`config.mk`:
```
export PLATFORM = sky130hd
export DESIGN_NAME = register_bank
export DESIGN_NICKNAME = d
export VERILOG_FILES = /design/src/rtl/register_bank.sv
export SDC_FILE = /design/constraint.sdc
export NUM_CORES = 1
export LEC_CHECK = 0
export CAP_MARGIN = 20
export CORE_MARGIN = 1.5
export CORE_UTILIZATION = 46
export CTS_CLUSTER_DIAMETER = 30
export DETAILED_ROUTE_END_ITERATION = 8
export REMOVE_ABC_BUFFERS = 1
export SLEW_MARGIN = 40
export SYNTH_ARGS = -nofsm -noshare
export SYNTH_HDL_FRONTEND = slang
export SYNTH_SLANG_ARGS = --single-unit
```
`constraint.sdc`:
```
create_clock -name clk -period 6.1 [get_ports clk]
set_input_delay 1.525 -clock clk [delete_from_list [all_inputs] [get_ports clk]]
set_output_delay 1.525 -clock clk [all_outputs]
set_load 0.02 [all_outputs]
```
`src/rtl/register_bank.sv`:
```
// 16 x 32-bit register file: one synchronous write port, two combinational read ports.
// The BYPASS parameter chooses between write-through reads and old-value reads on an address collision.
module register_bank #(
    parameter int DATA_WIDTH = 32,
    parameter int ADDR_WIDTH = 4,
    parameter int BYPASS     = 1
) (
    input  logic                  clk,
    input  logic                  rst_n,
    input  logic                  we,
    input  logic [ADDR_WIDTH-1:0] dest,
    input  logic [DATA_WIDTH-1:0] Din,
    input  logic [ADDR_WIDTH-1:0] srcadd1,
    input  logic [ADDR_WIDTH-1:0] srcadd2,
    output logic [DATA_WIDTH-1:0] src1,
    output logic [DATA_WIDTH-1:0] src2
);

    localparam int DEPTH = 2 ** ADDR_WIDTH;

    logic [DATA_WIDTH-1:0] r_regs [DEPTH];
    logic                  w_wr_live;
    logic                  w_hit1;
    logic                  w_hit2;

    always_ff @(posedge clk or negedge rst_n) begin
        if (!rst_n) begin
            for (int i = 0; i < DEPTH; i++) begin
                r_regs[i] <= '0;
            end
        end else if (we) begin
            r_regs[dest] <= Din;
        end
    end

    // A write held off by reset must not leak through the bypass path either.
    assign w_wr_live = we && rst_n && (BYPASS != 0);
    assign w_hit1    = w_wr_live && (srcadd1 == dest);
    assign w_hit2    = w_wr_live && (srcadd2 == dest);

    always_comb begin
        src1 = r_regs[srcadd1];
        src2 = r_regs[srcadd2];
        if (!rst_n) begin
            src1 = '0;
            src2 = '0;
        end else begin
            if (w_hit1) begin
                src1 = Din;
            end
            if (w_hit2) begin
                src2 = Din;
            end
        end
    end

endmodule

```
# [Word level (Yosys, flattened, before mapping)]
# Cells that the tools add are included.
[word_totals] reg_bits=512 in_bits=47 out_inout_bits=64 wordCells=42
[classes] order_cmp=4 eq_ne=2 muxes=13 n_bitwise=3 reduce_logical=4
[op_table] operator="512-bit bitwise mux" count=1
[op_table] operator="32-bit 2-to-1 mux" count=9
[op_table] operator="32-bit binary-select mux with 4-bit select" count=2
[op_table] operator="32-bit demux with 4-bit select" count=1
[op_table] operator="5-bit greater-or-equal comparator, second input constant" count=3
[op_table] operator="4-bit NOT with 5-bit output" count=3
[op_table] operator="4-bit == test" count=2
[op_table] operator="5-bit by 1-bit less-than comparator with 1-bit output, second input constant" count=1
[op_table] operator="1-bit logical AND" count=4

# [Depth between registers and ports, before layout]
# Gate-level depths: netlist of run 1.
[logic_depth] word_depth=6 mapped_depth=7

# [Worst setup path before layout of run 1]
# No wires, ideal clock.
[synth_timing] kind="input to output" from="input port srcadd1[0]" to="output port src1[10]" t_arrival_ns=3.049 required_ns=4.575 path_slack_ns=1.526 path_stages=7 path_cell_list="clkbuf_1 > buf_6 > buf_4 > mux4_2 > a22oi_1 > nand2_1 > a22o_1"
[synth_between] elab_chain_cells=6 elab_cells_between_ends=8 cone_classes="eq/ne (1); mux (5); bitwise (1); reduce/logical (1)"
[synth_lines] item="start: declaration" line="13" source="input logic [ADDR_WIDTH-1:0] srcadd1,"
[synth_lines] item="4-bit NOT with 5-bit output (not written as such)" line="42" source="src1 = r_regs[srcadd1];"
[synth_lines] item="32-bit binary-select mux with 4-bit select" line="42"
[synth_lines] item="32-bit 2-to-1 mux (not written as such) (2 in series)" line="42"
[synth_lines] item="32-bit 2-to-1 mux *" line="48" source="if (w_hit1) begin"
[synth_lines] item="32-bit 2-to-1 mux *" line="44" source="if (!rst_n) begin"
[synth_lines] item="end: declaration" line="15" source="output logic [DATA_WIDTH-1:0] src1,"
# Every way passes the cells marked *; elsewhere a longest branch is shown, timed or not. The select of a mux whose other input is x is not followed.

# [Worst setup path after layout of run 1]
[layout_timing] from="input port dest[2]" to="output port src2[25]"
[layout_between] elab_chain_cells=4
[layout_lines] item="start: declaration" line="11" source="input logic [ADDR_WIDTH-1:0] dest,"
[layout_lines] item="4-bit == test" line="39" source="assign w_hit2 = w_wr_live && (srcadd2 == dest);"
[layout_lines] item="1-bit logical AND" line="39"
[layout_lines] item="32-bit 2-to-1 mux" line="51" source="if (w_hit2) begin"
[layout_lines] item="32-bit 2-to-1 mux" line="44"
[layout_lines] item="end: declaration" line="16" source="output logic [DATA_WIDTH-1:0] src2"
# Every way passes these cells.

==> impl_summary.md, run 1 <==
Outcome
The run finished with clean final reports.

Logic synthesis
Of all flip-flops after synthesis, the portion carrying an async set or reset was 100%. The area share of the leading cell type in the synthesized netlist is 46.9%. The synthesized netlist occupies a cell area of 27,300 µm². The count of distinct cell types in the synthesized netlist is 24. Of the total synthesized cell area, the portion taken by full adders, half adders and majority gates is 0%.

By area, the combinational part of the netlist is dominated by multiplexers. The number of synthesized flops with an enable pin is 0. Summing the areas of all compound-gate instances in the mapped netlist gives 5.62% of the synthesized area. Sorting the synthesized cells by how often they occur yields sky130_fd_sc_hd__dfrtp_1, sky130_fd_sc_hd__mux2_2, sky130_fd_sc_hd__mux4_2, sky130_fd_sc_hd__a22oi_1, sky130_fd_sc_hd__clkbuf_1. The dominant register cell in the synthesized netlist is sky130_fd_sc_hd__dfrtp_1. Yosys attributes the largest share of cell area to sky130_fd_sc_hd__dfrtp_1, sky130_fd_sc_hd__mux4_2, sky130_fd_sc_hd__mux2_2, sky130_fd_sc_hd__a22oi_1, sky130_fd_sc_hd__a22o_1. After technology mapping, the gate count stands at 1,770. The mean instance size in the synthesized netlist is 15.4 µm². The xor/xnor cell area share of the yosys netlist is 0.256%. Of all cell types, the one taking the most synthesized area is sky130_fd_sc_hd__dfrtp_1. The number of register bits inferred by synthesis is 512. The count of warnings emitted by yosys is 0.

Sequential cells were found to cover 46.9% of the synthesized design area. Measured against the total synthesized area, the mux share comes to 42.2%. Of the total synthesized cell area, the portion taken by AND, OR, NAND and NOR gates is 1.61%. The most repeated cell in the gate-level netlist after synthesis is sky130_fd_sc_hd__dfrtp_1.

Global routing
The pin count of the biggest net entering global routing is 139. The number of antenna violations at the first check in global routing is 1. The first global-routing pass estimated 120 mm of wire.

The via count of the first global-routing pass is 19,000. The global route total overflow is 0. For this run, the total global-route usage over all layers was measured as 26.8%.

Layout
The largest registers in the layout are r_regs x512. The layout cell share with drive strength beyond 1 is 53.8%. The register with the most flip-flops in the final layout is r_regs.

The register with the most flip-flops in the layout has 512 of them. The signed area change from the synthesized netlist to the final layout is 23.3%. The finished cells cover 33,700 µm².

The number of antenna diodes in the final layout is 0. At the end of the flow, the number of nets in the layout was 1,929. The final design utilization is 57.2%.

CTS
Buffers added to address setup during post-CTS repair amount to 0. CTS built an H-tree with a depth of 3. The later pin in the worst-skew pair is clocked with a latency of 0.64 ns. The tree built by TritonCTS fans out to 512 sinks. The total of cells resized after clock tree synthesis is 0. The longest clock path from root to sink contains 3 buffers. In this run, post-CTS hold repair placed 0 buffers. Clock tree synthesis inserted a total of 115 buffers. TritonCTS built the clock tree. Clock tree synthesis selected as its root buffer the cell sky130_fd_sc_hd__clkbuf_16. The clock transition at the registers of the reported paths is 0.05 ns.

Timing
The final hold violation count is 0. The final sum of negative setup slack is 0 ns. Measured against its own limit, the worst slew margin works out to 42.4%.

The worst path meets setup with 0.184 ns of slack. Based on the critical path, the design can be clocked at up to 169 MHz. The number of max-slew violations in the final report was 0. The actual transition at the worst max-transition pin is 0.862 ns. The clock period could shrink to 5.92 ns. Setup repair after global routing left no endpoint under its margin. Between clock sinks in the finished design, the worst skew comes to 0 ns. The worst path uses 97.0% of the clock period. The total setup violations reported at the end of the flow is 0.

Drt
The count of nets left with antenna violations once routing finished came out at 0. Dividing the detail-routed wire length by the instance count gives 28.9 µm. The number of vias per cell after detailed routing is 6.38. The number of vias after detailed routing is 17,600. The final wirelength is 79.7 mm.

The total iterations of the first detailed-routing run is 5. For this run, design rule violations remaining after detail routing come to 0. In this run, the number of DRC markers left after iteration 0 of detailed routing was 1,198.

Worst hold path
The type of the most critical hold path is reg -> reg.

Placed design
Once placement finished, the instance area stood at 29,500 µm². In this run the tool buffered the top-level ports with 110 buffer cells. The worst slack at placement is 0.221 ns. The placed wire-length estimate after detailed placement is 45.8 mm. The final weighted congestion in routability-driven placement is 0.770.

Worst setup path
The highest net fanout along the worst path is 32. The critical path endpoint category is an output pin. The startpoint class of the critical path is a primary input.

The required time at the endpoint of the critical path is 4.58 ns. The critical path data arrival time is 4.39 ns. The critical path is of the in -> out type.

Power
The reported leakage power is 14.0 nW. Summing internal, switching and leakage power gives 13.9 mW. Dividing total power by cell area gives a power density of 413 nW/µm². The worst supply voltage drop on vdd is 0.259 mV.

Floorplanning
The die width is 247 µm. The initial core utilization is 46.4%. From bottom edge to top edge, the die measures 247 µm.

The total area inside the core boundary comes to 58,900 µm². In this run the count of I/O pins placed on the die edge is 111. After floorplanning, the core was divided into 89 placement rows.

The floorplan step defined a die boundary enclosing 60,900 µm².

Job
Across the run, the number of max-cap violations was 0.
layout by cell type (no fill, tap or decap), types with 19 or more instances in the layout:
cell and n:
sky130_fd_sc_hd__a22o_1 64, sky130_fd_sc_hd__clkinv_2 19, sky130_fd_sc_hd__mux4_2 256, sky130_fd_sc_hd__clkbuf_16 118, sky130_fd_sc_hd__buf_4 46, sky130_fd_sc_hd__bufinv_16 19, sky130_fd_sc_hd__buf_12 19, sky130_fd_sc_hd__dfrtp_1 512
sky130_fd_sc_hd__a22oi_1 128, sky130_fd_sc_hd__mux2_2 502, sky130_fd_sc_hd__nand2_1 65, sky130_fd_sc_hd__clkbuf_8 25, sky130_fd_sc_hd__clkdlybuf4s50_1 105
through the flow:
stage | hold slack [ns] | cells
after floorplan | 0.471 | 1582
after global placement | 0.483 | 2535
after detailed placement | 0.496 | 2538
after CTS | 0.506 | 2756
after global routing | 0.526 | 2756
final | 0.512 | 2756
critical path: stages:
cell	delay (ns)
sky130_fd_sc_hd__clkdlybuf4s50_1	0.62
sky130_fd_sc_hd__xor2_1	0.25
sky130_fd_sc_hd__nor4_1	0.58
sky130_fd_sc_hd__and3_2	0.31
sky130_fd_sc_hd__buf_12	0.25
sky130_fd_sc_hd__a22o_1	0.21
sky130_fd_sc_hd__clkdlybuf4s50_1	0.60
where the power goes:
| group | total [mW] | switching, mW | internal, mW |
|---|---|---|---|
| sequential | 4.77 | 0.568 | 4.20 |
| clock | 6.61 | 2.01 | 4.60 |
| combinational | 2.53 | 0.954 | 1.58 |
| total | 13.9 | 3.53 | 10.4 |
cell type report:
class / instances / area [µm²]
well taps: 773 / 967
multi-input cells: 1070 / 13700
clock inverters: 62 / 876
fillers: 4567 / 25200
repair buffers: 183 / 1970
flip-flops and latches: 512 / 12800
clock buffers: 156 / 3340
per-layer routing:
metal	GRT usage, %	routed length, µm
met1	37.3	34700
met2	42.2	38100
met3	5.31	4790
met4	9.40	2130
met5	0	0
kinds of logic (layout without fill, tap and decap cells):
kind of cell / Yosys count / in the layout
AO/OA/AOI/OAI: 194 / 194
XOR/XNOR: 8 / 8
buffers and inverters: 188 / 401
flip-flops: 512 / 512
multiplexers: 768 / 768
AND/OR/NAND/NOR: 100 / 100
final timing paths:
path	startpoint	slack, ns	to	cells after the start
setup reg to reg	r_regs[173]$_DFFE_PN0P_	5.29	r_regs[173]$_DFFE_PN0P_	1
hold / removal	r_regs[292]$_DFFE_PN0P_	0.51	r_regs[292]$_DFFE_PN0P_	1
hold reg to reg	r_regs[292]$_DFFE_PN0P_	0.51	r_regs[292]$_DFFE_PN0P_	1
min in group asynchronous	rst_n	0.77	r_regs[441]$_DFFE_PN0P_	1
setup / recovery	dest[2]	0.18	src2[25]	7
max in group asynchronous	rst_n	3.09	r_regs[84]$_DFFE_PN0P_	4
Note: power is estimated with default switching activity, not from simulation.
==> run 2: changes to the inputs <==
--- a/config.mk
+++ b/config.mk
@@ -6,7 +6,7 @@
 export NUM_CORES = 1
 export LEC_CHECK = 0
 export CAP_MARGIN = 20
-export CORE_MARGIN = 1.5
+export CORE_MARGIN = 1
 export CORE_UTILIZATION = 46
 export CTS_CLUSTER_DIAMETER = 30
 export DETAILED_ROUTE_END_ITERATION = 8
==> impl_summary.md, run 2 (same netlist as run 1, synthesis figures left out) <==
Floorplanning
111 I/O pins were placed. The initial utilization of the core area, before any placement, comes to 46.9%. The die covers 60,400 µm².

Row generation in the floorplan step produced 88 rows. The core region is 58,200 µm². The die is 246 µm wide. The floorplan step set the die height to 246 µm.

Worst setup path
The worst register-to-register path has a setup slack of 5.27 ns. The number of cells on the worst reg-to-reg path is 1. The endpoint identified for the worst register-to-register timing path is r_regs[295]$_DFFE_PN0P_. The largest single stage delay on the critical path is 0.63 ns. The critical path endpoint category is an output pin. Walking the worst path, the cells encountered are clkdlybuf4s50_1 -> xor2_1 -> nor4_1 -> buf_4 -> a21boi_4 -> buf_4 -> a22o_1 -> clkdlybuf4s50_1.

In this run the worst path has a maximum fanout of 13. The most critical setup path has its startpoint at dest[3]. The type of the worst setup path is in -> out. The critical path capture point is src2[22].

The worst setup path is launched from a primary input. The critical path data arrival time is 4.06 ns. The launch point of the worst reg-to-reg path is r_regs[295]$_DFFE_PN0P_. The required time at the endpoint of the critical path is 4.58 ns. The slowest cell on the critical path is sky130_fd_sc_hd__clkdlybuf4s50_1.

Power
The worst supply voltage drop on vdd is 0.348 mV. The total power divided by cell area is 415 nW/µm². In this run the static leakage power is 14.1 nW.

Global routing
The via count of the first global-routing pass is 18,800. Entering global routing, the biggest net connects 160 pins. Global routing finished with a remaining overflow of 0. Global routing used 27.3% of the available tracks. The number of antenna violations at the first check in global routing is 0. The wire length of the first global-routing pass is 121 mm.

Layout
Of the cells placed in the final design, the portion with a size suffix greater than 1 is 53.6%. The number of fill cells in the layout is 4,431. In the final layout, the registers with the most flip-flops are r_regs x512. The number of flip-flops under the largest register name is 512.

For this run, the number of standard cells in the final layout without fillers is 2,757. The number of nets in the layout is 1,935. Leaving out fill and tap cells, the most frequent cells in the layout are sky130_fd_sc_hd__dfrtp_1, sky130_fd_sc_hd__mux2_2, sky130_fd_sc_hd__mux4_2. The signed area change from the synthesized netlist to the final layout is 24.2%.

The largest register by flop count is r_regs. The commonest non-fill, non-tap cell in the layout is sky130_fd_sc_hd__dfrtp_1. 0 antenna diodes ended up in the layout.

Drt
After detailed routing, the average wire length per cell comes to 28.8 µm. The number of vias per cell after detailed routing is 6.40. The number of design-rule violations left by the first detailed-router iteration is 1,287. The number of nets with antenna violations after routing is 0.

For this run, design rule violations remaining after detail routing come to 0. The number of vias after detailed routing is 17,600. After detailed routing, the total wire length is 79.5 mm. The first TritonRoute pass finished after 5 iterations.

Worst hold path
The path class of the tightest hold or removal check is reg -> reg.

Timing
The time the worst path needs with I/O delays and setup is 5.59 ns. The final sum of negative setup slack is 0 ns. The number of max-slew violations in the final report came to 0. The final critical-path share of the clock period is 91.6%.

Setup violations remaining at the end of the flow were counted as 0. Headroom to the max-slew limit came out at 46.8%. For the pin with the worst max-slew slack, the measured transition is 0.796 ns. Between clock sinks in the finished design, the worst skew comes to 0 ns. The final hold violation count is 0.

Setup repair after global routing left no endpoint under its margin. Based on the critical path, the design can be clocked at up to 179 MHz.

Placed design
Once placement completed, the tool counted placed cells totaling 2,527. The count of buffers added on input and output ports is 110. After legalization and detailed placement, the total HPWL measured 44.0 mm.

The final weighted congestion in routability-driven placement is 0.755.

CTS
The TritonCTS clock tree is done. Once the clock tree was built, the setup fixing pass inserted 0 buffers. CTS saw 512 sinks. The post-cts hold buffer count is 0. Clock-pin slew was measured on the worst setup and hold paths at 0.04 ns.

The number of buffers added by the clock tree synthesis step is 120. In this run the clock root is driven by a sky130_fd_sc_hd__clkbuf_16. At the later pin of the worst-skew pair, clock insertion delay measures 0.65 ns.

The H-tree was split into 3 levels. After clock tree synthesis, the repair step resized 0 gates. No sink is reached through more buffers than the 3 on the longest clock path.

Outcome
The run finished with clean final reports.

Job
Across the run, the number of max-cap violations was 0.
## run 2: stage by stage
step	utilization [%]	hold WS [ns]	total power, mW	setup WS [ns]	cell area, µm²
floorplan	-	0.471	6.41	1.26	26400
global placement	50.4	0.482	7.18	0.155	29400
detailed placement	50.6	0.496	7.32	0.104	29500
CTS	58.1	0.511	14.2	0.0896	33800
global route	58.3	0.532	14.6	0.370	33900
finish	58.3	0.516	14.1	0.513	33900
## run 2: final cells by class
class	count	area, µm²	area share (%)
Clock buffer	163	3390	9.98
Clock inverter	63	960	2.83
Tap cell	765	957	2.82
Sequential cell	512	12800	37.8
Timing Repair Buffer	184	2090	6.15
Multi-Input combinational cell	1070	13700	40.5
## run 2: worst min path at each step
stage / from / to / slack [ns] / depth (start not counted)
after CTS: r_regs[317]$_DFFE_PN0P_ / r_regs[317]$_DFFE_PN0P_ / 0.51 / 1
after global placement: r_regs[294]$_DFFE_PN0P_ / r_regs[294]$_DFFE_PN0P_ / 0.48 / 1
after global routing: r_regs[289]$_DFFE_PN0P_ / r_regs[289]$_DFFE_PN0P_ / 0.53 / 1
after detailed placement: r_regs[295]$_DFFE_PN0P_ / r_regs[295]$_DFFE_PN0P_ / 0.50 / 1
after floorplan: r_regs[289]$_DFFE_PN0P_ / r_regs[289]$_DFFE_PN0P_ / 0.47 / 1
final: r_regs[317]$_DFFE_PN0P_ / r_regs[317]$_DFFE_PN0P_ / 0.52 / 1
## run 2: critical path: cells and delay by family
family,cells,cell delay (ns)
xor gates and xnor gates,1,0.18
and+or+nand+nor,1,0.07
AOI/OAI and AO/OA,2,0.54
buffers and inverters,4,1.72
## run 2: power breakdown
group | internal [mW] | leakage, nW | total, mW | switching, mW
Sequential | 4.21 | 6.28 | 4.76 | 0.551
Clock | 4.77 | 2.10 | 6.78 | 2.01
Combinational | 1.58 | 5.72 | 2.53 | 0.953
Total | 10.6 | 14.1 | 14.1 | 3.51
## run 2: routing by layer
layer | routed length [µm] | part of all wire, % | GRT usage [%]
met1 | 35400 | 44 | 39.4
met2 | 37300 | 47 | 42.0
met3 | 5240 | 6.6 | 4.83
met4 | 1620 | 2.0 | 8.18
met5 | 0 | 0 | 0
==> run 3: changes to the inputs <==
--- a/config.mk
+++ b/config.mk
@@ -5,13 +5,12 @@
 export SDC_FILE = /design/constraint.sdc
 export NUM_CORES = 1
 export LEC_CHECK = 0
-export CAP_MARGIN = 20
+export CAP_MARGIN = 30
 export CORE_MARGIN = 1
 export CORE_UTILIZATION = 46
 export CTS_CLUSTER_DIAMETER = 30
 export DETAILED_ROUTE_END_ITERATION = 8
 export REMOVE_ABC_BUFFERS = 1
-export SLEW_MARGIN = 40
 export SYNTH_ARGS = -nofsm -noshare
 export SYNTH_HDL_FRONTEND = slang
 export SYNTH_SLANG_ARGS = --single-unit
==> impl_summary.md, run 3 (same netlist as run 1, synthesis figures left out) <==
Outcome
The flow ran to the end, and the final reports show no timing, DRC or antenna violations.

Power
The total power divided by cell area is 421 nW/µm². The clock network burns 48.8% of the power. Of the total power, the share spent switching nets is 24.9%.

The worst supply voltage drop on vdd is 0.297 mV. Per report_power, the sequential group accounts for 33.4% of the total. For this design the total switching power over the nets is 3.54 mW. The reported leakage power is 14.1 nW.

Combinational logic burns 17.7% of the power. The internal power is 10.7 mW. The total power draw is 14.2 mW.

Timing
The final critical-path share of the clock period is 97.7%. The actual transition at the worst max-transition pin is 1.02 ns. Setup slack on the critical path of the routed design comes to 0.139 ns. Adding up every negative setup slack in the final design gives 0 ns. The relative slew slack is 31.7%. The number of max-slew violations in the final report was 0. The total setup violations reported at the end of the flow is 0.

The final hold slack is 0.508 ns. The maximum clock frequency is 168 MHz. Setup repair after global routing left no endpoint under its margin. The time the worst path needs with I/O delays and setup is 5.96 ns. The final hold violation count is 0.

The maximum clock skew at final layout is 0 ns.

Global routing
Entering global routing, the biggest net connects 168 pins. The wire length of the first global-routing pass is 121 mm. Global routing consumed, over all layers together, 27.2% of the routing resources. The number of antenna violations at the first check in global routing was 0. The total overflow left after global routing is 0. The via count of the first global-routing pass was 18,700.

Placed design
The worst slack at placement is 0.119 ns. Detailed placement ended at an HPWL of 43.4 mm. Once placement completed, the tool counted placed cells totaling 2,522. The count of buffers added on input and output ports is 110. The final weighted congestion in routability-driven placement is 0.755. The placement-stage cell area is 29,400 µm².

Layout
The number of fill cells in the layout is 4,397. The number of nets in the layout is 1,925. The top cell types in the final layout, fill and taps aside, are sky130_fd_sc_hd__dfrtp_1, sky130_fd_sc_hd__mux2_2, sky130_fd_sc_hd__mux4_2.

In the final layout, the share of cells above drive strength 1 is 54.0%. In the final layout, the registers with the most flip-flops are r_regs x512. The number of non-filler instances in the completed layout is 2,749.

The area used by sequential logic in the layout is 12,800 µm². The multi-input combinational cells in the finished layout cover a total of 13,700 µm². The final design area excluding fillers is 33,800 µm². The final design utilization is 58.1%. The register with the most flip-flops in the layout has 512 of them. The library cell used most frequently in the layout, excluding fill and tap cells, is sky130_fd_sc_hd__dfrtp_1. Counting flops per register, the top entry is r_regs.

From synthesis to final layout, the design area changed by 23.8%.

Floorplanning
The die is 246 µm wide. The count of boundary I/O pins is 111. The number of rows in the core area is 88. The die outline area is 60,400 µm².

The floorplan step defined a core boundary enclosing 58,200 µm². Once the floorplan was initialized, standard cells occupied 46.9% of the core. The height of the die is 246 µm.

CTS
TritonCTS built the clock tree. The number of buffers added by the clock tree synthesis step is 119. The tree is rooted in a sky130_fd_sc_hd__clkbuf_16.

The CTS H-tree depth is 3. Post-CTS timing repair inserted 0 buffers for setup. Counting along the longest clock path gives a buffer depth of 3. After clock tree synthesis, the repair step resized 0 gates. The clock transition at the registers of the reported paths is 0.04 ns. The post-cts hold buffer count is 0. The source-to-sink clock delay at the later pin of the worst-skew pair is 0.65 ns.

The sink count of the clock tree is 512.

Worst setup path
Of all nets on the critical path, the largest fanout is 19. The worst setup path is captured at an output pin. For the worst setup path, the data required time is 4.58 ns. The startpoint class of the critical path is a primary input. Data on the critical path arrives at its endpoint at 4.44 ns.

The critical path in this run is classified as in -> out.

Drt
The total DRC errors in the routed layout is 0. The number of vias after detailed routing is 17,700. The number of nets with antenna violations after routing is 0. The number of design-rule violations left by the first detailed-router iteration is 1,387. The final wirelength is 79.7 mm. The pre-antenna-repair detailed-routing pass consisted of 7 iterations. The number of vias per cell after detailed routing is 6.43.

Dividing the detail-routed wire length by the instance count gives 29.0 µm.

Worst hold path
The type of the most critical hold path is reg -> reg.

Job
The count of maximum capacitance violations is 0.
run 3: cell count changes in the layout (fill, tap and decap cells not counted), sizes merged:
cell and delta:
clkinvlp +3, buf -9, bufinv +3, diode +1, clkbuf -9, clkinv +1, inv +2
run 3: power by group through the flow:
stage                     sequential, mW  combinational [mW]  clock (mW)
after floorplan                     4.60                1.81           0
after global placement              4.71                2.47           0
after detailed placement            4.78                2.53           0
after CTS                           4.74                2.55        7.03
after global routing                4.87                2.70        7.23
final                               4.76                2.53        6.95
run 3: routing by layer:
| layer | wire length (µm) | part of all wire [%] | global-route usage, % | up-vias |
|---|---|---|---|---|
| met4 | 1910 | 2.4 | 8.68 | 0 |
| met5 | 0 | 0 | 0 | - |
| met1 | 35500 | 45 | 39.5 | 9718 |
| met2 | 37400 | 47 | 41.3 | 596 |
| li1 | - | - | - | 7254 |
| met3 | 4820 | 6.1 | 5.33 | 121 |
run 3: final timing paths:
kind                            depth (start not counted)  slack (ns)                    start                       to
worst max-delay path                                    8        0.14                  dest[3]                  src1[4]
min in group asynchronous                               1        0.72                    rst_n  r_regs[470]$_DFFE_PN0P_
worst min-delay path                                    1        0.51  r_regs[317]$_DFFE_PN0P_  r_regs[317]$_DFFE_PN0P_
worst min register to register                          1        0.51  r_regs[317]$_DFFE_PN0P_  r_regs[317]$_DFFE_PN0P_
max in group asynchronous                               4        2.78                    rst_n   r_regs[72]$_DFFE_PN0P_
worst max register to register                          1        5.28  r_regs[289]$_DFFE_PN0P_  r_regs[289]$_DFFE_PN0P_
run 3: area by class of cell:
cell class / instances / share of cell area, %
Timing Repair Buffer: 175 / 5.56
Antenna cell: 1 / 0.00739
Tap cell: 765 / 2.83
Multi-Input combinational cell: 1070 / 40.6
Sequential cell: 512 / 37.9
Clock buffer: 154 / 9.93
Clock inverter: 72 / 3.26
run 3: critical path, stage by stage:
cell and delay (ns):
sky130_fd_sc_hd__clkdlybuf4s50_1 0.61, sky130_fd_sc_hd__xor2_1 0.19, sky130_fd_sc_hd__nor4_1 0.07, sky130_fd_sc_hd__buf_4 0.14
sky130_fd_sc_hd__a21boi_4 0.68, sky130_fd_sc_hd__buf_4 0.41, sky130_fd_sc_hd__a22o_1 0.19, sky130_fd_sc_hd__clkdlybuf4s50_1 0.62
